## config.mk

```make
export PLATFORM = sky130hd
export DESIGN_NAME = cache_mem_bridge
export DESIGN_NICKNAME = d
export VERILOG_FILES = /design/src/rtl/cache_mem_bridge_pkg.sv /design/src/rtl/cache_mem_bridge_linebuf.sv /design/src/rtl/cache_mem_bridge.sv
export SDC_FILE = /design/constraint.sdc
export NUM_CORES = 1
export LEC_CHECK = 0
export CORE_MARGIN = 1
export CORE_UTILIZATION = 25
export DETAILED_ROUTE_END_ITERATION = 12
export GPL_TIMING_DRIVEN = 0
export HOLD_SLACK_MARGIN = 0.05
export PLACE_DENSITY_LB_ADDON = 0.1
export SLEW_MARGIN = 20
export SYNTH_ARGS = -nofsm -noshare
export SYNTH_HDL_FRONTEND = slang
export SYNTH_SLANG_ARGS = --single-unit
```

## constraint.sdc

```tcl
create_clock -name clk -period 2.6 [get_ports clk]
set_input_delay 0.52 -clock clk [delete_from_list [all_inputs] [get_ports clk]]
set_output_delay 0.52 -clock clk [all_outputs]
set_load 0.01 [all_outputs]
```

## src/rtl/cache_mem_bridge_pkg.sv

```systemverilog
// Shared types and constants for the cache-to-memory line bridge.
package cache_mem_bridge_pkg;

  typedef enum logic [2:0] {
    IDLE,
    WB,
    RD_ISSUE,
    RD_WAIT,
    DONE
  } bridge_state_t;

  localparam int STAT_W = 16;

endpackage

```

## src/rtl/cache_mem_bridge_linebuf.sv

```systemverilog
// One cache line of WORDS x DATA_W registers with whole-line load,
// single-word write and single-word read mux.
module cache_mem_bridge_linebuf #(
  parameter int DATA_W = 32,
  parameter int WORDS  = 4,
  parameter int IDX_W  = $clog2(WORDS)
) (
  input  logic                    clk,
  input  logic                    reset,
  input  logic                    load_i,
  input  logic [WORDS*DATA_W-1:0] line_i,
  input  logic                    wr_en_i,
  input  logic [IDX_W-1:0]        wr_idx_i,
  input  logic [DATA_W-1:0]       wr_data_i,
  input  logic [IDX_W-1:0]        rd_idx_i,
  output logic [DATA_W-1:0]       rd_data_o,
  output logic [WORDS*DATA_W-1:0] line_o
);

  logic [WORDS-1:0][DATA_W-1:0] words_q;

  always_ff @(posedge clk or negedge reset) begin
    if (!reset) begin
      words_q <= '0;
    end else if (load_i) begin
      words_q <= line_i;
    end else if (wr_en_i) begin
      words_q[wr_idx_i] <= wr_data_i;
    end
  end

  assign rd_data_o = words_q[rd_idx_i];
  assign line_o    = words_q;

endmodule

```

## src/rtl/cache_mem_bridge.sv

```systemverilog
// Serialises a line write-back and/or refill into single-word accesses on a
// fixed-latency memory port. Optional counters: CACHE_MEM_BRIDGE_STATS_EN.
//
// state    | meaning
// IDLE     | ready for a request
// WB       | writing victim word idx
// RD_ISSUE | read strobe for refill word idx
// RD_WAIT  | waiting MEM_LAT cycles for read data of word idx
// DONE     | one-cycle completion pulse
module cache_mem_bridge
  import cache_mem_bridge_pkg::*;
#(
  parameter int ADDR_W  = 32,
  parameter int DATA_W  = 32,
  parameter int WORDS   = 4,
  parameter int MEM_LAT = 2
) (
  input  logic                    clk,
  input  logic                    reset,
  input  logic                    req_valid_i,
  output logic                    req_ready_o,
  input  logic                    req_wb_i,
  input  logic                    req_fill_i,
  input  logic [ADDR_W-1:0]       req_wb_addr_i,
  input  logic [ADDR_W-1:0]       req_fill_addr_i,
  input  logic [WORDS*DATA_W-1:0] req_wb_line_i,
  output logic                    resp_valid_o,
  output logic [WORDS*DATA_W-1:0] resp_line_o,
  output logic [ADDR_W-1:0]       mem_addr_o,
  output logic [DATA_W-1:0]       mem_wdata_o,
  output logic                    mem_we_o,
  output logic                    mem_re_o,
`ifdef CACHE_MEM_BRIDGE_STATS_EN
  output logic [STAT_W-1:0]       stat_wb_cnt_o,
  output logic [STAT_W-1:0]       stat_fill_cnt_o,
`endif
  input  logic [DATA_W-1:0]       mem_rdata_i
);

  localparam int IDX_W  = $clog2(WORDS);
  localparam int WAIT_W = (MEM_LAT > 1) ? $clog2(MEM_LAT) : 1;
  localparam logic [IDX_W-1:0]  LAST_IDX  = IDX_W'(WORDS - 1);
  localparam logic [ADDR_W-1:0] LINE_MASK = ~ADDR_W'(WORDS - 1);

  bridge_state_t     state_q, state_d;
  logic [IDX_W-1:0]  idx_q, idx_d;
  logic [WAIT_W-1:0] wait_q, wait_d;
  logic              fill_q;
  logic [ADDR_W-1:0] wb_addr_q, fill_addr_q;
  logic              accept;
  logic              fill_we;
  logic [DATA_W-1:0] vic_word;
  logic [DATA_W-1:0] fill_word_unused;
  logic [WORDS*DATA_W-1:0] vic_line_unused;

  assign accept = req_valid_i && (state_q == IDLE);

  always_ff @(posedge clk or negedge reset) begin
    if (!reset) begin
      state_q     <= IDLE;
      idx_q       <= '0;
      wait_q      <= '0;
      fill_q      <= 1'b0;
      wb_addr_q   <= '0;
      fill_addr_q <= '0;
    end else begin
      state_q <= state_d;
      idx_q   <= idx_d;
      wait_q  <= wait_d;
      if (accept) begin
        fill_q      <= req_fill_i;
        wb_addr_q   <= req_wb_addr_i & LINE_MASK;
        fill_addr_q <= req_fill_addr_i & LINE_MASK;
      end
    end
  end

  always_comb begin
    state_d      = state_q;
    idx_d        = idx_q;
    wait_d       = wait_q;
    fill_we      = 1'b0;
    req_ready_o  = 1'b0;
    resp_valid_o = 1'b0;
    mem_addr_o   = '0;
    mem_wdata_o  = '0;
    mem_we_o     = 1'b0;
    mem_re_o     = 1'b0;
    case (state_q)
      IDLE: begin
        req_ready_o = 1'b1;
        if (req_valid_i) begin
          idx_d = '0;
          if (req_wb_i)        state_d = WB;
          else if (req_fill_i) state_d = RD_ISSUE;
          else                 state_d = DONE;
        end
      end
      WB: begin
        mem_we_o    = 1'b1;
        mem_addr_o  = wb_addr_q + ADDR_W'(idx_q);
        mem_wdata_o = vic_word;
        if (idx_q == LAST_IDX) begin
          idx_d   = '0;
          state_d = fill_q ? RD_ISSUE : DONE;
        end else begin
          idx_d = idx_q + IDX_W'(1);
        end
      end
      RD_ISSUE: begin
        mem_re_o   = 1'b1;
        mem_addr_o = fill_addr_q + ADDR_W'(idx_q);
        wait_d     = WAIT_W'(MEM_LAT - 1);
        state_d    = RD_WAIT;
      end
      RD_WAIT: begin
        mem_addr_o = fill_addr_q + ADDR_W'(idx_q);
        if (wait_q == '0) begin
          fill_we = 1'b1;
          if (idx_q == LAST_IDX) begin
            idx_d   = '0;
            state_d = DONE;
          end else begin
            idx_d   = idx_q + IDX_W'(1);
            state_d = RD_ISSUE;
          end
        end else begin
          wait_d = wait_q - WAIT_W'(1);
        end
      end
      DONE: begin
        resp_valid_o = 1'b1;
        state_d      = IDLE;
      end
      default: state_d = IDLE;
    endcase
  end

  cache_mem_bridge_linebuf #(.DATA_W(DATA_W), .WORDS(WORDS), .IDX_W(IDX_W)) u_victim (
    .clk       (clk),
    .reset     (reset),
    .load_i    (accept),
    .line_i    (req_wb_line_i),
    .wr_en_i   (1'b0),
    .wr_idx_i  ('0),
    .wr_data_i ('0),
    .rd_idx_i  (idx_q),
    .rd_data_o (vic_word),
    .line_o    (vic_line_unused)
  );

  // resp_line is the fill buffer itself, so it only changes on refill captures
  cache_mem_bridge_linebuf #(.DATA_W(DATA_W), .WORDS(WORDS), .IDX_W(IDX_W)) u_fill (
    .clk       (clk),
    .reset     (reset),
    .load_i    (1'b0),
    .line_i    ('0),
    .wr_en_i   (fill_we),
    .wr_idx_i  (idx_q),
    .wr_data_i (mem_rdata_i),
    .rd_idx_i  (idx_q),
    .rd_data_o (fill_word_unused),
    .line_o    (resp_line_o)
  );

  logic unused_bits;
  assign unused_bits = ^{fill_word_unused, vic_line_unused};

`ifdef CACHE_MEM_BRIDGE_STATS_EN
  logic              wb_q;
  logic [STAT_W-1:0] stat_wb_q, stat_fill_q;

  always_ff @(posedge clk or negedge reset) begin
    if (!reset) begin
      wb_q        <= 1'b0;
      stat_wb_q   <= '0;
      stat_fill_q <= '0;
    end else begin
      if (accept) wb_q <= req_wb_i;
      if (state_q == DONE) begin
        if (wb_q && (stat_wb_q != '1))     stat_wb_q   <= stat_wb_q + STAT_W'(1);
        if (fill_q && (stat_fill_q != '1)) stat_fill_q <= stat_fill_q + STAT_W'(1);
      end
    end
  end

  assign stat_wb_cnt_o   = stat_wb_q;
  assign stat_fill_cnt_o = stat_fill_q;
`endif

endmodule

```

; ---- After elaboration in Yosys (flattened, before gate mapping)
; Index checks and enable logic that the tools add are counted.
[word_totals]
register_bits = 323
in_bits = 229
output_inout_bits = 196
elab_cells = 63
[classes]
n_addsub = 4
n_lt_le_gt_ge = 2
n_eq_ne = 8
muxes = 27
reduce_logical = 8
[ops]
columns = op, n
row1 = 128-bit bitwise mux, 1
row2 = 32-bit two-way mux, 3
row3 = 32-bit by 2-bit adder with 32-bit output, 2
row4 = 32-bit binary-select mux with 2-bit select, 1
row5 = 32-bit demux with 2-bit select, 1
row6 = 32-bit one-hot mux with 2 select lines, 1
row7 = 3-bit two-way mux, 7
row8 = 3-bit one-hot mux with 4 select lines, 1
row9 = 1-bit two-way mux, 7
row10 = "3-bit by 2-bit equality test with 1-bit output, second input constant", 2
row11 = 2-bit two-way mux, 3
row12 = "2-bit inequality test, second input constant", 3
row13 = 2-bit one-hot mux with 3 select lines, 1
row14 = 3-bit AND reduction, 2
row15 = "3-bit by 1-bit equality test with 1-bit output, second input constant", 1
row16 = "3-bit equality test, second input constant", 1
row17 = 3-bit zero test, 1
row18 = "2-bit by 3-bit < comparator with 1-bit output, second input constant", 1
row19 = 3-bit nonzero test, 1
row20 = "2-bit by 1-bit adder with 2-bit output, second input constant", 1
row21 = "2-bit equality test, second input constant", 1
row22 = "2-bit by 1-bit greater-or-equal comparator with 1-bit output, second input constant", 1
row23 = 1-bit logical AND, 2
row24 = 1-bit one-hot mux with 2 select lines, 1
row25 = 3 further kinds, 3

; ---- Depth between registers and ports, before layout
; Gate-level depths: netlist of run 1.
[logic_depth]
word_depth = 5
ltp_mapped = 7
depth_no_buf = 4

; ---- Hierarchy
; A second synthesis of run 1 with hierarchy kept.
[unflattened]
hier_cells = 1737
area_unflattened_um2 = 17539.3
[modules_own_cells]
columns = mod, instances, cells_each, area_per_inst_um2, seq_area_each_um2
row1 = cache_mem_bridge_linebuf, 2, 743, 7003.0, 3203.1
row2 = cache_mem_bridge, 1, 251, 3533.4, 1676.6

; ---- Worst setup path before layout of run 1
; OpenSTA, ideal clock, no wires.
[synth_path]
path_type = flip-flop to output port
from = register idx_q[0]
to = output port mem_wdata_o[10]
t_arrival_ns = 1.546
required_time_ns = 2.080
slack_ns = 0.534
path_stages_with_launch = 5
path_buffers = 2
cell_sequence = dfrtp_1 > buf_4 > buf_2 > mux4_2 > and2_1
[synth_via]
elab_chain_cells = 3
[synth_lines]
columns = item, line
row1 = "start, declared", cache_mem_bridge.sv:46  ; logic [IDX_W-1:0] idx_q, idx_d;
row2 = "start signal, assigned", cache_mem_bridge.sv:68  ; idx_q <= idx_d;
row3 = 32-bit binary-select mux with 2-bit select, cache_mem_bridge_linebuf.sv:32  ; assign rd_data_o = words_q[rd_idx_i];
row4 = 32-bit two-way mux (not written as such), cache_mem_bridge_linebuf.sv:32
row5 = 32-bit two-way mux, cache_mem_bridge.sv:89  ; case (state_q)
row6 = "end, declared", cache_mem_bridge.sv:30  ; output logic [DATA_W-1:0] mem_wdata_o,
; No other way between the ends. The select of a mux whose other input is x is not followed.

; ---- Worst setup path in the final report of run 1
[layout_path]
from = register idx_q[0]
to = output port mem_wdata_o[31]
; Same word-level chain as after synthesis.

==> flow_metrics.tcl, run 1 <==
set metrics [dict create \
    final_antenna_net_count 0 \
    layout_commonest_cell "clkdlybuf4s50_1" \
    rr_worst_depth 7 \
    finalMaxSlewViolations 0 \
    drive_gt1_share_pct 42.2 \
    numPortBuffers 420 \
    ys_top_cells_by_area "dfrtp_1 (57%), mux2_2 (17%), mux2_4 (11%)" \
    yosys.area.top_type_share_pct 57.3 \
    syn_area_sq_mm 0.0141 \
    max_slew.worst_pin.slew_ns 0.480 \
    viasPerCell 4.26 \
    ys_seq_area_share_pct 57.3 \
    fill_cells 5336 \
    hpwl_um 30500 \
    status "complete, but fails checks" \
    worst_hold_slack_ns 0.363 \
    start_kind "flip-flop" \
    detail_route.wl_per_cell_um 20.5 \
    finClkSkew_ns 0.0162 \
    synth_top_area_cell "dfrtp_1" \
    clockBufferDepth 3 \
    fin_util_pct 38.2 \
    failed_checks "negative setup slack" \
    criticalPathCategory "flip-flop to primary output" \
    syn_nets 1069 \
    synth_cells 836 \
    cts_buffers 41 \
    tns_ns -0.170 \
    antenna_found_initial 11 \
    cp.arrival_ns 2.10 \
    grt.total_usage_pct 15.2 \
    crit_fanout 7 \
    yosysWarnings 0 \
    crit_family "buffers and inverters" \
    route.detailed.drc 0 \
    netlist-cell-type-count 35 \
    layout_common_cells "clkdlybuf4s50_1 (351), dfrtp_1 (321), mux2_2 (211)" \
    grt_max_degree 87 \
    p_leak_nw 8.99 \
    synth-main-ff-cell "dfrtp_1" \
    drt_iter0_markers 316 \
    fmaxAchievable_mhz 381 \
    maxCapViolCount 0 \
    clock_latency_ns 0.55 \
    powerDensity_mw_per_mm2 1310 \
    gp_congestion 0.738 \
    setup_viol 15 \
    post-route-period-util_pct 101 \
    vias 8971 \
    io_pins 425 \
    path_common_cell "buf_4" \
    grt_first_pass_wirelength_um 64800 \
    crit_start "idx_q[0]" \
    cts-root-buf "clkbuf_16" \
    gr-total-overflow 0 \
    die_h_um 239 \
    slowest_delay_ns 0.48 \
    path_depth 6 \
    grt_pass1_vias 9739 \
    reg2reg_setup_slack_ns 0.47 \
    synthArstFlopShare_pct 100 \
    hold_violations 0 \
    reg2reg_to "u_fill.line_o[38]" \
    routed_wl_um 43100 \
    coreArea_sq_mm 0.0554 \
    peakVddDrop_uv 493 \
    rows 86 \
    cp_num_buf_inv 4 \
    critical_path.endpoint "mem_wdata_o[31]" \
    p_total_w 0.0278 \
    rsz0062_at_grt "true" \
    final_cell_area_sq_mm 0.0212 \
    dieArea_sq_mm 0.0574 \
    cp_cell_sequence "buf_12, buf_4, buf_4, mux4_2, and2_4, buf_4" \
    r2r-start "idx_q[1]" \
    ys_seq_elements 323 \
    worstPathRequired_ns 2.08 \
    synth_edf_count 0 \
    worst_slack_ns -0.0248 \
    cpMaxStageDelayCell "mux4_2" \
    placed_area_sq_mm 0.0194 \
    dieWidth_um 239 \
    clock_sinks 323 \
    timing.slew.headroom_pct 68.0 \
    initial_utilization_pct 25.4 \
    htreeDepth 2 \
    syn_to_final_growth_pct 50.2 \
    cts_tree "yes" \
    cts.clk_slew.worst_paths_ns 0.06 \
    post-route-min-period_ns 2.62 \
    nets 1563 \
    avgSynthCellArea_sq_um 16.9 \
    end_kind "primary output" \
    drt_first_pass_iters 4 \
    hold_class "input port to async pin" \
]
## report_power, final
group	total, W	leakage (nW)	internal [W]	switching [W]
combinational	0.0134	4.58	0.00847	0.00488
clock	0.00547	0.612	0.00327	0.00220
sequential	0.00896	3.79	0.00763	0.00134
## layout make-up
| cell class | count | area [sq um] | area share, % |
|---|---|---|---|
| Antenna cell | 2 | 5.00 | 0.0236 |
| Multi-Input combinational cell | 455 | 5540 | 26.1 |
| Tap cell | 748 | 936 | 4.42 |
| Clock buffer | 64 | 1200 | 5.69 |
| Timing Repair Buffer | 452 | 4520 | 21.3 |
| Inverter | 3 | 11.3 | 0.0532 |
| Sequential cell | 323 | 8090 | 38.2 |
| Clock inverter | 6 | 63.8 | 0.301 |
| Buffer | 54 | 818 | 3.86 |
## metrics by stage
| step | instances | setup WS (ns) |
|---|---|---|
| 2_1_floorplan | 836 | 0.534 |
| 3_3_place_gp | 2004 | -14.74 |
| 3_5_place_dp | 2008 | -0.508 |
| 4_1_cts | 2101 | -0.142 |
| 5_1_grt | 2105 | -0.135 |
| 6_report | 2107 | -0.0248 |
## cell usage after synthesis (2+ instances only)
cell type and number:
ha_1 4, nor2_1 4, buf_1 2, buf_4 8, dfrtp_1 323, mux2_4 107, nand2_1 6, nor2b_1 3
a22o_1 32, a21o_1 2, buf_12 11, inv_1 3, mux4_2 32, buf_6 14, o21a_1 2, and2_1 32
a21oi_1 4, clkbuf_1 11, mux2_2 211, nand2b_1 3, buf_2 8
## state kept, by name (all words and copies together), names as in the netlist
name / cells
fill_q: 1
state_q: 3
wait_q: 1
u_fill.line_o: 128
fill_addr_q: 30
wb_addr_q: 30
idx_q: 2
u_victim.line_o: 128
## what timing repair did
item / CTS / global route
setup endpoints to repair: 127 / 59
hold buffers: 1 / 0
buffers inserted: 23 / 4
pin swaps: 26 / 5
gates resized for setup: 306 / 45
hold endpoints to repair: 68 / 0
## worst min-delay path by stage
stage,start,to,cells past startpoint
6_report,reset,u_fill.line_o[99],2
5_1_grt,reset,u_fill.line_o[74],2
4_1_cts,reset,u_fill.line_o[74],2
3_5_place_dp,reset,u_fill.line_o[99],1
3_3_place_gp,u_victim.line_o[3],u_victim.line_o[3],1
2_1_floorplan,reset,fill_addr_q[10],0
## layer usage
metal	wire length (um)	global-route usage [%]	up-vias
met1	17800	18.6	4595
li1	-	-	4042
met3	3680	5.76	64
met5	108	0	-
met4	759	4.04	16
met2	20800	24.9	254
## worst register-to-register path: stages (launching register included)
cell	delay, ns
dfrtp_1	0.37
buf_4	0.21
buf_4	0.25
inv_1	0.09
ha_1	0.18
nand2_1	0.33
buf_6	0.24
mux2_2	0.35
## kinds of logic after synthesis
group | Yosys count | synth area share, %
adder cells (fa/ha/maj) | 4 | 0.355
multiplexers | 350 | 33.4
AO/OA/AOI/OAI | 47 | 2.72
flip-flops | 323 | 57.3
buffers and inverters | 58 | 3.92
AND/OR/NAND/NOR | 54 | 2.33
(Power assumes the default switching activity.)
==> run 2: changes to the inputs <==
==> constraint.sdc (replaced) <==
create_clock -name clk -period 2.7 [get_ports clk]
set_input_delay 0.54 -clock clk [delete_from_list [all_inputs] [get_ports clk]]
set_output_delay 0.54 -clock clk [all_outputs]
set_load 0.01 [all_outputs]
==> run 2 against run 1 <==
Effect of this change:
- the flow still finishes with violations (negative setup slack)
- sequential share of layout area fell by 0.10 points
- routed wire length rose by 0.41%
- via count rose by 0.69%
- final cell count rose by 0.33%
- setup slack got worse by 0.0032 ns
- largest power group unchanged
- highest routed layer unchanged
==> flow_metrics.tcl, run 2 (synthesis gave the netlist of run 1 again) <==
set metrics [dict create \
    grt_pass1_vias 9775 \
    grt.total_usage_pct 15.2 \
    finClkSkew_ns 0.0161 \
    clockBufferDepth 3 \
    numPortBuffers 420 \
    dieWidth_um 239 \
    failed_checks "negative setup slack" \
    cts.clk_slew.worst_paths_ns 0.06 \
    crit_start "idx_q[0]" \
    r2r-start "idx_q[1]" \
    p_clk_share_pct 19.7 \
    drive_gt1_share_pct 41.6 \
    vias 9033 \
    antenna_found_initial 11 \
    io_pins 425 \
    finalNonFillerCells 2114 \
    fin_util_pct 38.3 \
    hold_violations 0 \
    fmaxAchievable_mhz 367 \
    routed_wl_um 43300 \
    clock_latency_ns 0.55 \
    worst_slack_ns -0.0280 \
    gr-total-overflow 0 \
    route.detailed.drc 0 \
    max_slew.worst_pin.slew_ns 0.480 \
    viasPerCell 4.27 \
    cts_tree "yes" \
    grt_max_degree 87 \
    worstPathRequired_ns 2.16 \
    initial_utilization_pct 25.4 \
    layout_commonest_cell "clkdlybuf4s50_1" \
    post-route-period-util_pct 101 \
    cts-root-buf "clkbuf_16" \
    layout_common_cells "clkdlybuf4s50_1 (351), dfrtp_1 (320), mux2_2 (211)" \
    tns_ns -0.0977 \
    crit_fanout 7 \
    switching_share_pct 30.4 \
    start_kind "flip-flop" \
    rows 86 \
    hold_class "input port to async pin" \
    cp.arrival_ns 2.19 \
    coreArea_sq_mm 0.0554 \
    place_worst_setup_slack_ns -0.428 \
    syn_to_final_growth_pct 50.7 \
    end_kind "primary output" \
    clock_sinks 323 \
    powerDensity_mw_per_mm2 1260 \
    cts_buffers 41 \
    maxCapViolCount 0 \
    htreeDepth 2 \
    gp_congestion 0.738 \
    fill_cells 5350 \
    dieArea_sq_mm 0.0574 \
    drt_iter0_markers 295 \
    timing.slew.headroom_pct 68.0 \
    seqPwrFrac_pct 32.2 \
    switchingPower_w 0.00815 \
    p_int_w 0.0187 \
    peakVddDrop_uv 476 \
    post-route-min-period_ns 2.73 \
    comb_power_share_pct 48.2 \
    finalMaxSlewViolations 0 \
    rsz0062_at_grt "true" \
    setup_viol 7 \
    dp_cells 2008 \
    status "complete, but fails checks" \
    nets 1570 \
    detail_route.wl_per_cell_um 20.5 \
    criticalPathCategory "flip-flop to primary output" \
    hpwl_um 30500 \
    p_leak_nw 9.05 \
    p_total_w 0.0268 \
    die_h_um 239 \
    drt_first_pass_iters 4 \
    final_antenna_net_count 0 \
    grt_first_pass_wirelength_um 64900 \
]
[run 2: metrics by stage]
| stage | area [sq um] | hold WS (ns) |
|---|---|---|
| finish | 21200 | 0.382 |
| global route | 21200 | 0.366 |
| global placement | 19200 | 0.487 |
| detailed placement | 19400 | 0.348 |
| floorplan | 14100 | 0.244 |
| CTS | 21200 | 0.338 |
[run 2: final timing paths]
check	cells past startpoint	to	slack [ns]
setup / recovery	7	mem_wdata_o[8]	-0.03
hold / removal	2	u_fill.line_o[99]	0.38
setup reg to reg	7	u_fill.line_o[38]	0.56
hold reg to reg	1	u_fill.line_o[44]	0.50
max in group asynchronous	4	state_q[0]	1.21
min in group clk	1	u_fill.line_o[44]	0.50
[run 2: cell type report]
cell class / instances / area [sq um] / share of cell area, %
plain buffers: 54 / 787 / 3.70
clock inverters: 6 / 63.8 / 0.300
well taps: 748 / 936 / 4.41
repair buffers: 459 / 4610 / 21.7
clock buffers: 64 / 1200 / 5.67
flip-flops and latches: 323 / 8090 / 38.1
inverters: 3 / 11.3 / 0.0530
diodes: 2 / 5.00 / 0.0236
multi-input cells: 455 / 5530 / 26.1
[run 2: worst max-delay path, cell delays in order, from the launching register on]
cell and delay (ns):
dfrtp_1 0.39, buf_12 0.15, buf_12 0.12, buf_12 0.11, buf_8 0.10, mux4_2 0.48, and2_4 0.16, buf_6 0.11
[run 2: layer usage]
| layer | track usage, % | vias up | wire, um | part of all wire, % |
|---|---|---|---|---|
| met5 | 0 | - | 108 | 0.25 |
| met4 | 4.04 | 16 | 764 | 1.8 |
| met3 | 5.74 | 63 | 3600 | 8.3 |
| met2 | 24.9 | 256 | 20900 | 48 |
| met1 | 18.5 | 4641 | 17900 | 41 |
| li1 | - | 4057 | - | - |
[run 2: timing repair]
item,in CTS,in global routing
endpoints found under the hold margin,9,0
endpoints found under the setup margin,127,48
resized for setup,291,33
setup buffers,30,6
hold buffers,1,0
pin swaps,16,11
[run 2: power groups by stage]
stage                     Sequential, W  Combinational (W)  Clock (W)
after global routing            0.00898             0.0139    0.00571
final                           0.00863             0.0129    0.00528
after detailed placement        0.00867             0.0122          0
after floorplan                 0.00884            0.00636          0
after global placement          0.00869             0.0121          0
after CTS                       0.00865             0.0131    0.00553
==> run 3: changes to the inputs <==
==> constraint.sdc (replaced) <==
create_clock -name clk -period 2.35 [get_ports clk]
set_input_delay 0.47 -clock clk [delete_from_list [all_inputs] [get_ports clk]]
set_output_delay 0.47 -clock clk [all_outputs]
set_load 0.01 [all_outputs]
==> run 3 against run 2 <==
Effect of this change:
- the flow still finishes with violations (negative setup slack)
- final cell count increased by 0.61%
- global-route usage rose by 0.18 points
- routed wire length increased by 1.8%
- highest routed layer unchanged
==> flow_metrics.tcl, run 3 (synthesis gave the netlist of run 1 again) <==
set metrics [dict create \
    post-route-period-util_pct 110 \
    gp_congestion 0.738 \
    seqPwrFrac_pct 31.4 \
    peakVddDrop_uv 548 \
    initial_utilization_pct 25.4 \
    placed_area_sq_mm 0.0194 \
    cp_num_buf_inv 4 \
    comb_power_share_pct 49.4 \
    drt_first_pass_iters 4 \
    grt_max_degree 87 \
    timing.slew.headroom_pct 68.4 \
    dp_cells 2008 \
    clock_latency_ns 0.55 \
    io_pins 425 \
    cts.clk_slew.worst_paths_ns 0.06 \
    p_leak_nw 9.17 \
    finalMaxSlewViolations 0 \
    detail_route.wl_per_cell_um 20.7 \
    hold_class "input port to async pin" \
    start_kind "flip-flop" \
    numPortBuffers 420 \
    gr-total-overflow 0 \
    routed_wl_um 44100 \
    hpwl_um 30500 \
    criticalPathCategory "flip-flop to primary output" \
    finalNonFillerCells 2127 \
    end_kind "primary output" \
    crit_fanout 7 \
    worst_hold_slack_ns 0.312 \
    grt_first_pass_wirelength_um 65600 \
    fmaxAchievable_mhz 388 \
    coreArea_sq_mm 0.0554 \
    hold_violations 0 \
    worstPathRequired_ns 1.88 \
    p_int_w 0.0220 \
    drive_gt1_share_pct 44.5 \
    viasPerCell 4.27 \
    drt_iter0_markers 300 \
    rows 86 \
    layout_common_cells "clkdlybuf4s50_1 (351), dfrtp_1 (320), mux2_2 (211)" \
    cts-root-buf "clkbuf_16" \
    grt_pass1_vias 9856 \
    htreeDepth 2 \
    powerDensity_mw_per_mm2 1470 \
    antenna_found_initial 11 \
    dieArea_sq_mm 0.0574 \
    clockBufferDepth 3 \
    failed_checks "negative setup slack" \
    fill_cells 5311 \
    finClkSkew_ns 0.0162 \
    maxCapViolCount 0 \
    crit_family "buffers and inverters" \
    worst_slack_ns -0.224 \
    setup_viol 54 \
    cp.arrival_ns 2.10 \
    die_h_um 239 \
    post-route-min-period_ns 2.57 \
    place_worst_setup_slack_ns -0.708 \
    layout_commonest_cell "clkdlybuf4s50_1" \
    fin_util_pct 38.8 \
    cpMaxStageDelayCell "mux4_2" \
    p_clk_share_pct 19.2 \
    cts_tree "yes" \
    status "complete, but fails checks" \
    path_common_cell "buf_4" \
    grt.total_usage_pct 15.4 \
    cts_buffers 41 \
    switchingPower_w 0.00957 \
    switching_share_pct 30.3 \
    vias 9088 \
    cp_cell_sequence "buf_12, buf_4, buf_4, mux4_2, and2_4, buf_4" \
    final_cell_area_sq_mm 0.0215 \
    final_antenna_net_count 0 \
    slowest_delay_ns 0.48 \
    max_slew.worst_pin.slew_ns 0.474 \
    dieWidth_um 239 \
    clock_sinks 323 \
    route.detailed.drc 0 \
    syn_to_final_growth_pct 52.6 \
    nets 1583 \
    rsz0062_at_grt "true" \
]
run 3: cell types whose count changed in the layout (fill, tap and decap cells not counted), sizes merged:
cell | before | now
dlymetal6s2s | 1 | 0
buf | 113 | 159
dlygate4sd2 | 16 | 0
clkdlybuf4s15 | 12 | 1
clkbuf | 83 | 78
run 3: final timing paths:
check	slack [ns]	depth (start not counted)	to	startpoint
worst max register to register	0.23	7	u_fill.line_o[3]	idx_q[1]
worst min-delay path	0.31	2	u_fill.line_o[99]	reset
worst min register to register	0.50	1	u_fill.line_o[44]	u_fill.line_o[44]
worst max-delay path	-0.22	6	mem_wdata_o[31]	idx_q[0]
max in group asynchronous	0.94	4	wb_addr_q[5]	reset
min in group clk	0.50	1	u_fill.line_o[44]	u_fill.line_o[44]
run 3: what timing repair did:
item                       4_1_cts  5_1_grt
gates resized for setup        430       21
gates cloned                     3        3
setup endpoints to repair      162       66
hold endpoints to repair       175        0
hold buffers                     1        0
pin swaps                       56        9
setup buffers                   35        8
run 3: power groups by stage:
stage | Clock [W] | Sequential [W] | Combinational (W)
floorplan | 0 | 0.0102 | 0.00731
global placement | 0 | 0.00999 | 0.0139
detailed placement | 0 | 0.00997 | 0.0140
CTS | 0.00635 | 0.00995 | 0.0156
global route | 0.00655 | 0.0103 | 0.0167
finish | 0.00607 | 0.00992 | 0.0156
run 3: stage by stage:
| step | total power, W | TNS, ns |
|---|---|---|
| floorplan | 0.0175 | 0 |
| global placement | 0.0239 | -4864.72 |
| detailed placement | 0.0240 | -54.11 |
| CTS | 0.0319 | -11.20 |
| global route | 0.0336 | -12.72 |
| finish | 0.0316 | -6.57 |
run 3: cell type report:
type | instances | area, sq um | area share (%)
Multi-Input combinational cell | 455 | 5560 | 25.8
Timing Repair Buffer | 473 | 4840 | 22.5
Sequential cell | 323 | 8090 | 37.6
Clock inverter | 6 | 63.8 | 0.297
Antenna cell | 2 | 5.00 | 0.0233
Tap cell | 748 | 936 | 4.35
Buffer | 53 | 812 | 3.77
Inverter | 3 | 11.3 | 0.0523
Clock buffer | 64 | 1200 | 5.60
run 3: routing by layer:
layer | GRT usage [%] | share of wire (%)
met1 | 18.9 | 42
met4 | 4.04 | 1.7
met5 | 0 | 0.25
met3 | 5.72 | 8.0
met2 | 25.1 | 48
